<file path="src/rtl/mem_arbiter.sv">
// Two-port round-robin arbiter in front of a single synchronous memory port.
// Each granted request runs IDLE -> ACCESS -> (WAIT) -> DONE and completes with a one-cycle ack.
module mem_arbiter #(
  parameter int AW     = 8,
  parameter int DW     = 8,
  parameter int RD_LAT = 1
) (
  input  logic          clock,
  input  logic          reset,
  input  logic          a_req,
  input  logic          a_we,
  input  logic [AW-1:0] a_addr,
  input  logic [DW-1:0] a_wdata,
  output logic          a_ack,
  output logic [DW-1:0] a_rdata,
  input  logic          b_req,
  input  logic          b_we,
  input  logic [AW-1:0] b_addr,
  input  logic [DW-1:0] b_wdata,
  output logic          b_ack,
  output logic [DW-1:0] b_rdata,
  output logic [AW-1:0] m_addr,
  output logic [DW-1:0] m_wdata,
  output logic          m_we,
  output logic          m_re,
  input  logic [DW-1:0] m_rdata,
  output logic [1:0]    owner,
  output logic [1:0]    dbg_state_o
);

  typedef enum logic [1:0] {
    S_IDLE   = 2'd0,
    S_ACCESS = 2'd1,
    S_WAIT   = 2'd2,
    S_DONE   = 2'd3
  } state_t;

  localparam logic [1:0] OWN_NONE = 2'b00;
  localparam logic [1:0] OWN_A    = 2'b01;
  localparam logic [1:0] OWN_B    = 2'b10;
  localparam logic [1:0] LAT      = 2'(RD_LAT);

  state_t        state_q, state_d;
  logic [1:0]    owner_q, owner_d;
  logic [1:0]    cnt_q, cnt_d;
  logic          last_b_q, last_b_d;  // 1 when B received the most recent grant
  logic          we_q, we_d;
  logic [AW-1:0] addr_q, addr_d;
  logic [DW-1:0] wdata_q, wdata_d;
  logic [DW-1:0] a_rdata_q, a_rdata_d;
  logic [DW-1:0] b_rdata_q, b_rdata_d;
  logic          grant_b;

  always_ff @(posedge clock) begin
    if (!reset) begin
      state_q   <= S_IDLE;
      owner_q   <= OWN_NONE;
      cnt_q     <= 2'd0;
      last_b_q  <= 1'b1;
      we_q      <= 1'b0;
      addr_q    <= '0;
      wdata_q   <= '0;
      a_rdata_q <= '0;
      b_rdata_q <= '0;
    end else begin
      state_q   <= state_d;
      owner_q   <= owner_d;
      cnt_q     <= cnt_d;
      last_b_q  <= last_b_d;
      we_q      <= we_d;
      addr_q    <= addr_d;
      wdata_q   <= wdata_d;
      a_rdata_q <= a_rdata_d;
      b_rdata_q <= b_rdata_d;
    end
  end

  always_comb begin
    state_d   = state_q;
    owner_d   = owner_q;
    cnt_d     = cnt_q;
    last_b_d  = last_b_q;
    we_d      = we_q;
    addr_d    = addr_q;
    wdata_d   = wdata_q;
    a_rdata_d = a_rdata_q;
    b_rdata_d = b_rdata_q;
    grant_b   = 1'b0;

    unique case (state_q)
      S_IDLE: begin
        if (a_req || b_req) begin
          // On a tie the port that did not win last time is served.
          grant_b  = b_req && (!a_req || !last_b_q);
          owner_d  = grant_b ? OWN_B : OWN_A;
          last_b_d = grant_b;
          we_d     = grant_b ? b_we    : a_we;
          addr_d   = grant_b ? b_addr  : a_addr;
          wdata_d  = grant_b ? b_wdata : a_wdata;
          state_d  = S_ACCESS;
        end
      end
      S_ACCESS: begin
        if (we_q) begin
          state_d = S_DONE;
        end else begin
          state_d = S_WAIT;
          cnt_d   = LAT;
        end
      end
      S_WAIT: begin
        cnt_d = cnt_q - 2'd1;
        if (cnt_q == 2'd1) begin
          if (owner_q == OWN_A) a_rdata_d = m_rdata;
          if (owner_q == OWN_B) b_rdata_d = m_rdata;
          state_d = S_DONE;
        end
      end
      S_DONE: begin
        state_d = S_IDLE;
        owner_d = OWN_NONE;
      end
      default: begin
        state_d = S_IDLE;
        owner_d = OWN_NONE;
      end
    endcase
  end

  // Address/data registers double as the memory bus, so they hold outside ACCESS.
  assign m_addr      = addr_q;
  assign m_wdata     = wdata_q;
  assign m_we        = (state_q == S_ACCESS) &&  we_q;
  assign m_re        = (state_q == S_ACCESS) && !we_q;
  assign a_ack       = (state_q == S_DONE) && (owner_q == OWN_A);
  assign b_ack       = (state_q == S_DONE) && (owner_q == OWN_B);
  assign a_rdata     = a_rdata_q;
  assign b_rdata     = b_rdata_q;
  assign owner       = owner_q;
  assign dbg_state_o = state_q;

endmodule

</file>
<file path="config.mk">
export PLATFORM = sky130hd
export DESIGN_NAME = mem_arbiter
export DESIGN_NICKNAME = d
export VERILOG_FILES = /design/src/rtl/mem_arbiter.sv
export SDC_FILE = /design/constraint.sdc
export NUM_CORES = 1
export LEC_CHECK = 0
export CAP_MARGIN = 30
export CORE_MARGIN = 4
export CORE_UTILIZATION = 30
export DETAILED_ROUTE_END_ITERATION = 7
export PLACE_DENSITY_LB_ADDON = 0.15
export SKIP_CTS_REPAIR_TIMING = 1
export SYNTH_ARGS = -nofsm -noshare
export SYNTH_HDL_FRONTEND = slang
export SYNTH_SLANG_ARGS = --single-unit
</file>
<file path="constraint.sdc">
create_clock -name clock -period 2.2 [get_ports clock]
set_clock_uncertainty 0.05 [all_clocks]
set_input_delay 0.44 -clock clock [delete_from_list [all_inputs] [get_ports clock]]
set_output_delay 0.44 -clock clock [all_outputs]
set_load 0.02 [all_outputs]
</file>
=== After elaboration in Yosys (flattened, before gate mapping) ===
Cells that the tools add are included.

* Flip-flop bits (word level): 40
* Bits in latches: 0
* RAM bits: 0
* Memory bits (read-only): 0
* Bits of input ports: 46
* Output and inout port bits: 40
* Word-level logic and storage cells: 50
* Memories: 0

* Add/sub/neg operators: 1
* Multipliers: 0
* Div/mod/pow operators: 0
* $lt $le $gt $ge: 0
* Equal/unequal tests: 9
* Shifts and indexed selects: 0
* Muxes and demuxes: 12
* Bitwise gates (word level): 0
* Reductions and logical operators: 19

{| class="wikitable"
|+ Operators by type and width
! operator !! count
|-
| two-way mux 8 bit || 2
|-
| two-way mux 2 bit || 5
|-
| case mux 2 bit (2 select lines) || 2
|-
| case mux 2 bit (4 select lines) || 1
|-
| AND reduction 2 bit || 4
|-
| equality test 2 x 1 -> 1 bit, second input constant || 3
|-
| equality test 2 bit, second input constant || 3
|-
| != test 2 bit, second input constant || 3
|-
| AND reduction 3 bit || 2
|-
| logical AND 1 bit || 5
|-
| nonzero test 2 bit || 2
|-
| zero test 1 bit || 3
|-
| zero test 2 bit || 1
|-
| logical OR 1 bit || 2
|-
| two-way mux 1 bit || 2
|-
| subtractor 2 x 1 -> 2 bit, second input constant || 1
|}

=== Logic depth before layout (Yosys ltp) ===
Gate-level depths: netlist of the first run.

* Depth after elaboration: 6
* Depth in mapped cells: 7
* Mapped depth without buffers: 6

=== Worst setup path before layout of the first run ===
No wires, ideal clock.

* Kind: reg2reg
* From: reg state_q[1], in the netlist dbg_state_o[1]
* To: reg state_q[0], in the netlist dbg_state_o[0]
* Library setup time: 0.122 ns
* Arrival: 1.627 ns
* Data required time: 2.028 ns
* Setup slack: 0.401 ns
* Stages on the path, launching flop included: 7
* Path buffers: 0
* Clock period less this slack: 1.799 ns
* Cells stage by stage: dfxtp_1 inv_1 ha_1 nand2_1 inv_1 or3_1 o311a_1

* Longest elaborated chain between the ends: 3
* Elaborated cells on any way between the ends: 8
* Those cells by class: eq/ne (5); mux (1); reduce/logical (2)

{| class="wikitable"
|+ RTL lines
! what !! RTL line !! RTL
|-
| from (decl) || 43 || <nowiki>state_t state_q, state_d;</nowiki>
|-
| from (signal assigned) || 66 || <nowiki>state_q <= state_d;</nowiki>
|-
| equality test 2 bit or zero test 2 bit (tied branches) || 90 || <nowiki>unique case (state_q)</nowiki>
|-
| != test 2 bit (no line) || n/a ||
|-
| AND reduction 2 bit (no line) || n/a ||
|}

Parallel ways exist; a longest one is shown, timed or not.
A chain may end at the register's enable or synchronous reset.

=== Final worst setup path of the first run ===
* From: reg state_q[1], in the netlist dbg_state_o[1]
* To: out m_we

* Longest elaborated chain between the ends: 2

{| class="wikitable"
|+ RTL lines
! what !! RTL line !! RTL
|-
| equality test 2 x 1 -> 1 bit || 133 || <nowiki>assign m_we = (state_q == S_ACCESS) && we_q;</nowiki>
|-
| logical AND 1 bit || 133 ||
|-
| to (decl) || 24 || <nowiki>output logic m_we,</nowiki>
|}

Every way passes these cells.

==> results by group, run 1 <==
STA
  • Hold Vio Cnt, Final: 0
  • Rel. slew slack: 0.721
  • Fin crit share: 0.845
  • F_max: ~0.54 GHz
  • Final setup violation count: 0
  • Fin. max-slew vios: 0
  • Worst-Margin Slew: between 0.4 and 0.5 ns
  • Final min period: between 1.5 and 2 ns
  • RSZ-0062 raised after global routing: no

Cells and area
  • Most frequent cells in the layout: clkdlybuf4s50_1 (81), nand2_1 (69), dfxtp_1 (39)
  • Post-route insts no fill: 376
  • Fillcell total: between 600 and 700
  • Commonest non-fill, non-tap cell in the layout: clkdlybuf4s50_1
  • Ant. Diodes: 0
  • Nets: between 300 and 400
  • Share of cells above drive strength 1: 0.0532
  • Design Area, Final: approximately 0.0028 mm²
  • Area grow syn2layout: 54.9%

Yosys
  • Syn Inst Count: about 220
  • Ys flop type: dfxtp_1
  • Seq/Total Area, Yosys: 0.442
  • Avg Cell Area, Syn: approximately 8.3 µm²
  • Synth Warn #: 0
  • EDFF count, synth: 0
  • Net Count, Synth: 270
  • Post-synthesis register bit count: 40
  • Synthesized cell area: between 0.0015 and 0.002 mm²
  • Unique masters post-synth: 29
  • FFs w/ async S/R, synth: 0

Routing
  • Post-route DRC: 0
  • DR pass1 iterations: 4
  • Routed wire length: ~4700 µm
  • Wire length per cell: roughly 12 µm
  • Vias: between 1.5k and 2k
  • Via-to-Cell Ratio: 4.60
  • Initial DRC Count: 31
  • Detail Route Antenna Nets: 0

Worst setup path
  • Worst Setup End Kind: primary output
  • Reg2reg path depth: 6
  • R2R setup slack: roughly 0.58 ns
  • Worst EP required: 1.71 ns
  • Crit path arrival time: approximately 1.4 ns
  • CP Class: reg -> out
  • Slowest CP cell: dfxtp_2
  • Startpoint Class: register
  • Worst path max stage delay: 0.35 ns
  • Crit Path Max Fanout: 6
  • Cell mode on critical path: inv_1
  • Reg2reg start: dbg_state_o[1]
  • Cells along the critical path: inv_1, ha_1, nand2_1, inv_1, dlymetal6s2s_1
  • FF-to-FF End: dbg_state_o[0]

Die
  • Core box area: 0.00589 mm²
  • Row count: 28
  • Die H: 85.7 µm
  • Chip width: 85.7 µm
  • DIE AREA: about 0.0073 mm²
  • Initial Util: 0.308
  • IO Count: 86

Placed design
  • HPWL Detailed: roughly 3300 µm
  • Gpl congestion: between 0.7 and 0.8
  • Placed Area: 0.00270 mm²
  • Port bufs: 85
  • Placed Cells: between 300 and 400

Global route
  • Overflow after GRT: 0
  • Vias in the first global route: ~1.7k
  • GR Util All Layers: 0.127
  • First-pass GRT wire length: 7600 µm
  • Initial antenna violation count: 0
  • Largest net degree at the start of global routing: 42

Clock network
  • CTS Sinks: 40
  • Clock-pin slew on the worst setup and hold paths: roughly 0.080 ns
  • CTS H-tree depth: 2
  • CTS buffer count: 5
  • Clk buf depth: 2
  • Clock Root Buffer: clkbuf_8
  • TritonCTS clock tree: yes
  • Worst-Skew Late Latency: about 0.28 ns

Power
  • Maximum VDD drop: ~0.42 mV
  • PD cells: roughly 900 mW/mm²
  • Lkg Pwr: roughly 1.1 nW

Hold path
  • Hold/Removal Path Class: reg -> reg
  • Worst min-delay path startpoint: a_rdata[7]
  • Hold worst-path end: a_rdata[7]
  • Worst Hold Path Cells: 2

Flow run
  • Max-cap viol count: 0

Run status
  • Status: complete, no violations
[final cells by class]
type	count	area (µm²)	share of cell area
clock buffer	6	82.6	0.0294
tap	75	93.8	0.0335
multi-input combinational	161	918	0.327
inverter	4	15.0	0.00535
clock inverter	2	10.0	0.00357
timing repair buffer	88	883	0.315
sequential	40	802	0.286
[how the worst max path moves through the flow]
stage | end | slack, ns | cells past startpoint | from
after floorplan | dbg_state_o[0] | 0.40 | 6 | dbg_state_o[1]
after CTS | m_we | -0.08 | 5 | dbg_state_o[1]
final | m_we | 0.34 | 5 | dbg_state_o[1]
after detailed placement | m_we | 0.25 | 5 | dbg_state_o[1]
after global routing | m_we | 0.23 | 5 | dbg_state_o[1]
after global placement | m_we | 0.30 | 5 | dbg_state_o[1]
[Yosys cell counts (all sizes together) (2+ instances only)]
library cell	n	area (µm²)
a21boi	20	161
a31oi	17	106
and3	2	12.5
and3b	2	17.5
and4b	2	20.0
buf	9	63.8
clkbuf	4	15.0
dfxtp	40	801
ha	6	75.1
inv	4	15.0
nand2	69	259
nand3	3	15.0
nand4b	2	17.5
nor2	3	11.3
nor2b	3	18.8
o21ai	21	105
o31ai	2	15.0
[critical path, delay by kind of cell, from the launching register on]
family | cells | cell delay, ns
flip-flops | 1 | 0.35
buffers and inverters | 3 | 0.46
adder cells (fa/ha/maj) | 1 | 0.19
AND/OR/NAND/NOR | 1 | 0.09
[cell families (layout without fill, tap and decap cells)]
family          count (synthesis)  in the layout  share of synthesized area
simple gates                   89             89                      0.220
compound gates                 66             66                      0.245
flops                          40             40                      0.442
buf+inv                        17            100                     0.0518
fa+ha+maj                       6              6                     0.0415
[layer usage]
metal / part of all wire / track usage
met1: 0.44 / 0.143
met3: 0.11 / 0.0634
met5: 0 / 0
met2: 0.44 / 0.215
met4: 0.0051 / 0.0302
[stage by stage]
| stage | utilization | setup TNS (ns) | total power [mW] | hold WS, ns | worst slack [ns] |
|---|---|---|---|---|---|
| finish | 0.477 | 0 | 2.59 | 0.405 | 0.340 |
| global route | 0.477 | 0 | 2.79 | 0.436 | 0.231 |
| CTS | 0.474 | -0.130 | 2.64 | 0.411 | -0.0800 |
| floorplan | - | 0 | 1.64 | 0.407 | 0.401 |
| detailed placement | 0.459 | 0 | 2.11 | 0.399 | 0.246 |
| global placement | 0.459 | 0 | 2.11 | 0.396 | 0.304 |
[sequential cells by signal, indices dropped and copies added, names as in the netlist]
name / count
a_rdata: 8
b_rdata: 8
m_addr: 8
m_wdata: 8
cnt_q: 2
dbg_state_o: 2
owner: 2
last_b_q: 1
we_q: 1
[power breakdown]
part | internal (mW) | switching [mW] | total, mW
clock | 0.251 | 0.254 | 0.505
combinational | 0.518 | 0.561 | 1.08
sequential | 0.892 | 0.112 | 1.00
total | 1.66 | 0.927 | 2.59
Note: power is estimated with default switching activity, not from simulation.
==> run 2, diff against run 1 <==
==> constraint.sdc (replaced) <==
create_clock -name clock -period 1.95 [get_ports clock]
set_clock_uncertainty 0.05 [all_clocks]
set_input_delay 0.39 -clock clock [delete_from_list [all_inputs] [get_ports clock]]
set_output_delay 0.39 -clock clock [all_outputs]
set_load 0.02 [all_outputs]
==> results by group, run 2 (synthesized netlist as in run 1, its figures left out) <==
STA
  • Sum Neg Setup Slack: 0 ns (unchanged)
  • Hold Vio Cnt, Final: 0 (unchanged)
  • Rel. slew slack: 0.625 (-0.0963)
  • Final setup violation count: 0 (unchanged)
  • Fin. max-slew vios: 0 (unchanged)
  • Final min period: between 1.5 and 2 ns
  • Fin worst setup slack: 0.143 ns (-0.197 ns)
  • F_max: roughly 0.55 GHz
  • RSZ-0062 raised after global routing: no
  • Fin crit share: 0.927
  • Worst-Margin Slew: 0.563 ns (+0.147 ns)

Routing
  • Via-to-Cell Ratio: 4.61 (+0.28%)
  • Vias: 1744 (+0.81%)
  • Detail Route Antenna Nets: 0 (unchanged)
  • Wire length per cell: 12.3 µm (-1.5%)
  • Routed wire length: 4640 µm (-0.94%)
  • Initial DRC Count: 32 (+3.2%)
  • DR pass1 iterations: 4 (unchanged)
  • Post-route DRC: 0 (unchanged)

Global route
  • Initial antenna violation count: 0 (unchanged)
  • Vias in the first global route: 1646 (-1.0%)
  • Overflow after GRT: 0 (unchanged)
  • First-pass GRT wire length: 7470 µm (-1.6%)
  • Largest net degree at the start of global routing: 42 (unchanged)
  • GR Util All Layers: 0.126 (-0.00127)

Clock network
  • Clk buf depth: 2 (unchanged)
  • CTS buffer count: 5 (unchanged)
  • CTS H-tree depth: 2 (unchanged)
  • Worst-Skew Late Latency: 0.29 ns (about the same)
  • Clock-pin slew on the worst setup and hold paths: 0.08 ns (about the same)
  • Clock Root Buffer: clkbuf_8
  • TritonCTS clock tree: yes
  • CTS Sinks: 40 (unchanged)

Hold path
  • Worst min-delay path startpoint: b_rdata[0]
  • Hold worst-path end: b_rdata[0]
  • Hold/Removal Path Class: reg -> reg
  • Worst Hold Path Cells: 2 (unchanged)

Cells and area
  • Area grow syn2layout: 58.8%
  • Share of cells above drive strength 1: 0.0528 (-0.000351)
  • Commonest non-fill, non-tap cell in the layout: clkdlybuf4s50_1
  • Design Area, Final: 0.00288 mm² (+2.5%)
  • Most frequent cells in the layout: clkdlybuf4s50_1 (81), nand2_1 (69), dfxtp_1 (40)
  • Ant. Diodes: 0 (unchanged)
  • Nets: 354 (+0.57%)

Die
  • DIE AREA: 0.00734 mm² (unchanged)
  • Row count: 28 (unchanged)
  • IO Count: 86 (unchanged)
  • Initial Util: 0.308 (unchanged)
  • Chip width: 85.7 µm (unchanged)
  • Die H: 85.7 µm (unchanged)
  • Core box area: 0.00589 mm² (unchanged)

Placed design
  • Port bufs: 85 (unchanged)
  • Place WS: 0.0965 ns (-0.149 ns)
  • Gpl congestion: 0.731 (-1.9%)
  • Placed Area: 0.00274 mm² (+1.5%)
  • HPWL Detailed: 3330 µm (-0.43%)

Worst setup path
  • Crit path arrival time: 1.37 ns (about the same)
  • R2R setup slack: 0.36 ns (-0.22 ns)
  • CP Class: reg -> out
  • Reg2reg start: dbg_state_o[0]
  • FF-to-FF End: dbg_state_o[0]
  • Startpoint Class: register
  • Worst Setup End Kind: primary output
  • Worst EP required: 1.51 ns (-0.20 ns)
  • Crit Path Max Fanout: 4 (-2)
  • Reg2reg path depth: 5 (-1)

Flow run
  • Max-cap viol count: 0 (unchanged)

Power
  • Lkg Pwr: 1.14 nW (+3.1%)
  • Psw: 1.05 mW (+13%)
  • PD cells: 1080 mW/mm² (+17%)
  • Seq pwr share: 0.363 (-0.025)
  • Clock network power share: 0.240 (+0.045)
  • Combinational share of power: 0.398 (-0.019)
  • Sw Ratio: 0.338 (-0.0200)
  • Cell internal pwr: 2.06 mW (+24%)
  • Maximum VDD drop: 0.527 mV (+25%)

Run status
  • Status: complete, no violations
==> run 2: how the worst max path moves through the flow <==
stage / from / to / slack, ns / depth (start not counted)
after floorplan: dbg_state_o[1] / dbg_state_o[0] / 0.15 / 6
after global placement: dbg_state_o[1] / m_we / 0.1 / 5
after detailed placement: a_req / m_wdata[5] / 0.1 / 4
after CTS: dbg_state_o[1] / m_we / -0.23 / 5
after global routing: dbg_state_o[1] / m_we / 0.04 / 5
final: dbg_state_o[1] / dbg_state_o[1] / 0.14 / 2
==> run 2: routing by layer <==
layer	up-vias	wire (µm)	global-route usage
met4	0	46	0.0432
li1	913	-	-
met3	5	560	0.0653
met5	-	0	0
met1	764	2070	0.145
met2	62	1960	0.201
==> run 2: power by group through the flow <==
stage	clock, mW	combinational (mW)	sequential (mW)
2_1_floorplan	0	0.525	1.32
3_3_place_gp	0	1.25	1.14
3_5_place_dp	0	1.25	1.14
4_1_cts	0.770	1.26	1.13
5_1_grt	0.810	1.35	1.15
6_report	0.744	1.24	1.13
==> run 2: worst max-delay path, stage by stage (launching register included) <==
cell	delay, ns
dfxtp_1	0.35
buf_4	0.13
clkdlybuf4s50_1	0.60
==> run 2: area by class of cell <==
cell class / count / area (µm²)
fill: 606 / 3010
multi-input combinational: 161 / 916
clock buffer: 7 / 96.3
inverter: 4 / 15.0
tap: 75 / 93.8
timing repair buffer: 90 / 923
clock inverter: 1 / 30.0
sequential: 40 / 801
==> run 2: metrics by stage <==
step / utilization / total power, mW / hold slack, ns / instances
2_1_floorplan: - / 1.85 / 0.407 / 218
3_3_place_gp: 0.465 / 2.39 / 0.396 / 370
3_5_place_dp: 0.465 / 2.39 / 0.400 / 370
4_1_cts: 0.487 / 3.15 / 0.411 / 378
5_1_grt: 0.489 / 3.32 / 0.425 / 378
6_report: 0.489 / 3.11 / 0.407 / 378
==> run 3, diff against run 2 <==
--- a/config.mk
+++ b/config.mk
@@ -8,9 +8,12 @@
 export CAP_MARGIN = 30
 export CORE_MARGIN = 4
 export CORE_UTILIZATION = 30
+export CTS_CLUSTER_SIZE = 30
 export DETAILED_ROUTE_END_ITERATION = 7
 export PLACE_DENSITY_LB_ADDON = 0.15
+export RECOVER_POWER = 100
 export SKIP_CTS_REPAIR_TIMING = 1
+export SLEW_MARGIN = 25
 export SYNTH_ARGS = -nofsm -noshare
 export SYNTH_HDL_FRONTEND = slang
 export SYNTH_SLANG_ARGS = --single-unit
==> results by group, run 3 (synthesized netlist as in run 1, its figures left out) <==
Cells and area
  • Multi-input gate area: 910 µm² (-0.68%)
  • Fillcell total: 611 (+0.83%)
  • Commonest non-fill, non-tap cell in the layout: nand2_1
  • Ant. Diodes: 0 (unchanged)
  • Most frequent cells in the layout: nand2_1 (69), clkdlybuf4s50_1 (48), dfxtp_1 (40)
  • Area grow syn2layout: 56.5%
  • Nets: 354 (unchanged)
  • Share of cells above drive strength 1: 0.0528 (unchanged)
  • Register Area: 801 µm² (unchanged)
  • Util after Layout: 0.482 (-0.00701)
  • Post-route insts no fill: 378 (unchanged)

Power
  • PD cells: 1070 mW/mm² (-1.2%)
  • Overall power: 3.03 mW (-2.6%)
  • Lkg Pwr: 1.15 nW (+0.98%)
  • Maximum VDD drop: 0.526 mV (-0.20%)

Placed design
  • Port bufs: 85 (unchanged)
  • Gpl congestion: 0.731 (unchanged)
  • HPWL Detailed: 3330 µm (unchanged)
  • Placed Cells: 370 (unchanged)

Global route
  • Overflow after GRT: 0 (unchanged)
  • Initial antenna violation count: 0 (unchanged)
  • Vias in the first global route: 1646 (unchanged)
  • GR Util All Layers: 0.126 (unchanged)
  • Largest net degree at the start of global routing: 42 (unchanged)
  • First-pass GRT wire length: 7470 µm (unchanged)

Clock network
  • TritonCTS clock tree: yes
  • Clock-pin slew on the worst setup and hold paths: 0.08 ns (about the same)
  • CTS Sinks: 40 (unchanged)
  • CTS buffer count: 5 (unchanged)
  • Clock Root Buffer: clkbuf_8
  • Worst-Skew Late Latency: 0.29 ns (about the same)
  • CTS H-tree depth: 2 (unchanged)
  • Clk buf depth: 2 (unchanged)

Worst setup path
  • Cells along the critical path: dlygate4sd3_1
  • Startpoint Class: register
  • Cell family with most CP delay: buffers and inverters
  • CP Class: reg -> out
  • Worst path max stage delay: 0.70 ns (+0.10 ns)
  • Crit path arrival time: 1.39 ns (+0.02 ns)
  • CP bufs+invs: 1 (-1)
  • Slowest CP cell: dlygate4sd3_1
  • Worst EP required: 1.51 ns (about the same)
  • Worst Setup End Kind: primary output
  • Crit Path Max Fanout: 4 (unchanged)

STA
  • Final min period: 1.83 ns (+0.0199 ns)
  • Hold Slack: 0.411 ns (+0.00476 ns)
  • Final setup violation count: 0 (unchanged)
  • Worst-Margin Slew: 0.544 ns (-0.0188 ns)
  • Rel. slew slack: 0.637 (+0.0125)
  • Hold Vio Cnt, Final: 0 (unchanged)
  • Sum Neg Setup Slack: 0 ns (unchanged)
  • Fin. max-slew vios: 0 (unchanged)
  • F_max: 0.547 GHz (-1.1%)
  • RSZ-0062 raised after global routing: no
  • Fin crit share: 0.937 (+0.0102)

Die
  • Row count: 28 (unchanged)
  • IO Count: 86 (unchanged)
  • Initial Util: 0.308 (unchanged)
  • Core box area: 0.00589 mm² (unchanged)
  • Chip width: 85.7 µm (unchanged)
  • Die H: 85.7 µm (unchanged)
  • DIE AREA: 0.00734 mm² (unchanged)

Routing
  • Routed wire length: 4640 µm (about the same)
  • Post-route DRC: 0 (unchanged)
  • DR pass1 iterations: 3 (-1)
  • Initial DRC Count: 35 (+9.4%)
  • Vias: 1738 (-0.34%)
  • Via-to-Cell Ratio: 4.60 (-0.34%)
  • Detail Route Antenna Nets: 0 (unchanged)
  • Wire length per cell: 12.3 µm (about the same)

Hold path
  • Hold/Removal Path Class: reg -> reg

Run status
  • Status: complete, no violations

Flow run
  • Max-cap viol count: 0 (unchanged)
==> run 3: worst paths after layout <==
| path | startpoint | to | slack (ns) | depth (start not counted) |
|---|---|---|---|---|
| setup / recovery | dbg_state_o[0] | dbg_state_o[0] | 0.12 | 1 |
| hold / removal | b_rdata[6] | b_rdata[6] | 0.41 | 2 |
| setup reg to reg | dbg_state_o[0] | m_addr[6] | 0.22 | 5 |
| hold reg to reg | b_rdata[6] | b_rdata[6] | 0.41 | 2 |
==> run 3: where the power goes <==
group | switching, mW | internal (mW)
Combinational | 0.633 | 0.527
Clock | 0.294 | 0.452
Sequential | 0.116 | 1.00
Total | 1.04 | 1.98
==> run 3: area by class of cell <==
type                            instances  area share
Multi-Input combinational cell        161       0.321
Timing Repair Buffer                   90       0.313
Sequential cell                        40       0.283
Clock buffer                            7      0.0340
Tap cell                               75      0.0331
Clock inverter                          1      0.0106
Inverter                                4     0.00530
==> run 3: per-stage QoR <==
step / instance area [µm²] / setup WS, ns
finish: 2830 / 0.123
global route: 2830 / 0.0226
CTS: 2870 / -0.230
detailed placement: 2740 / 0.0965
global placement: 2740 / 0.0980
floorplan: 1810 / 0.151
==> run 3: layer usage <==
layer	part of all wire	wire [µm]	vias to the layer above	global-route usage
met5	0	0	-	0
met4	0.0099	46	0	0.0432
met2	0.42	1970	60	0.201
met3	0.12	560	5	0.0653
met1	0.44	2060	759	0.145
li1	-	-	914	-
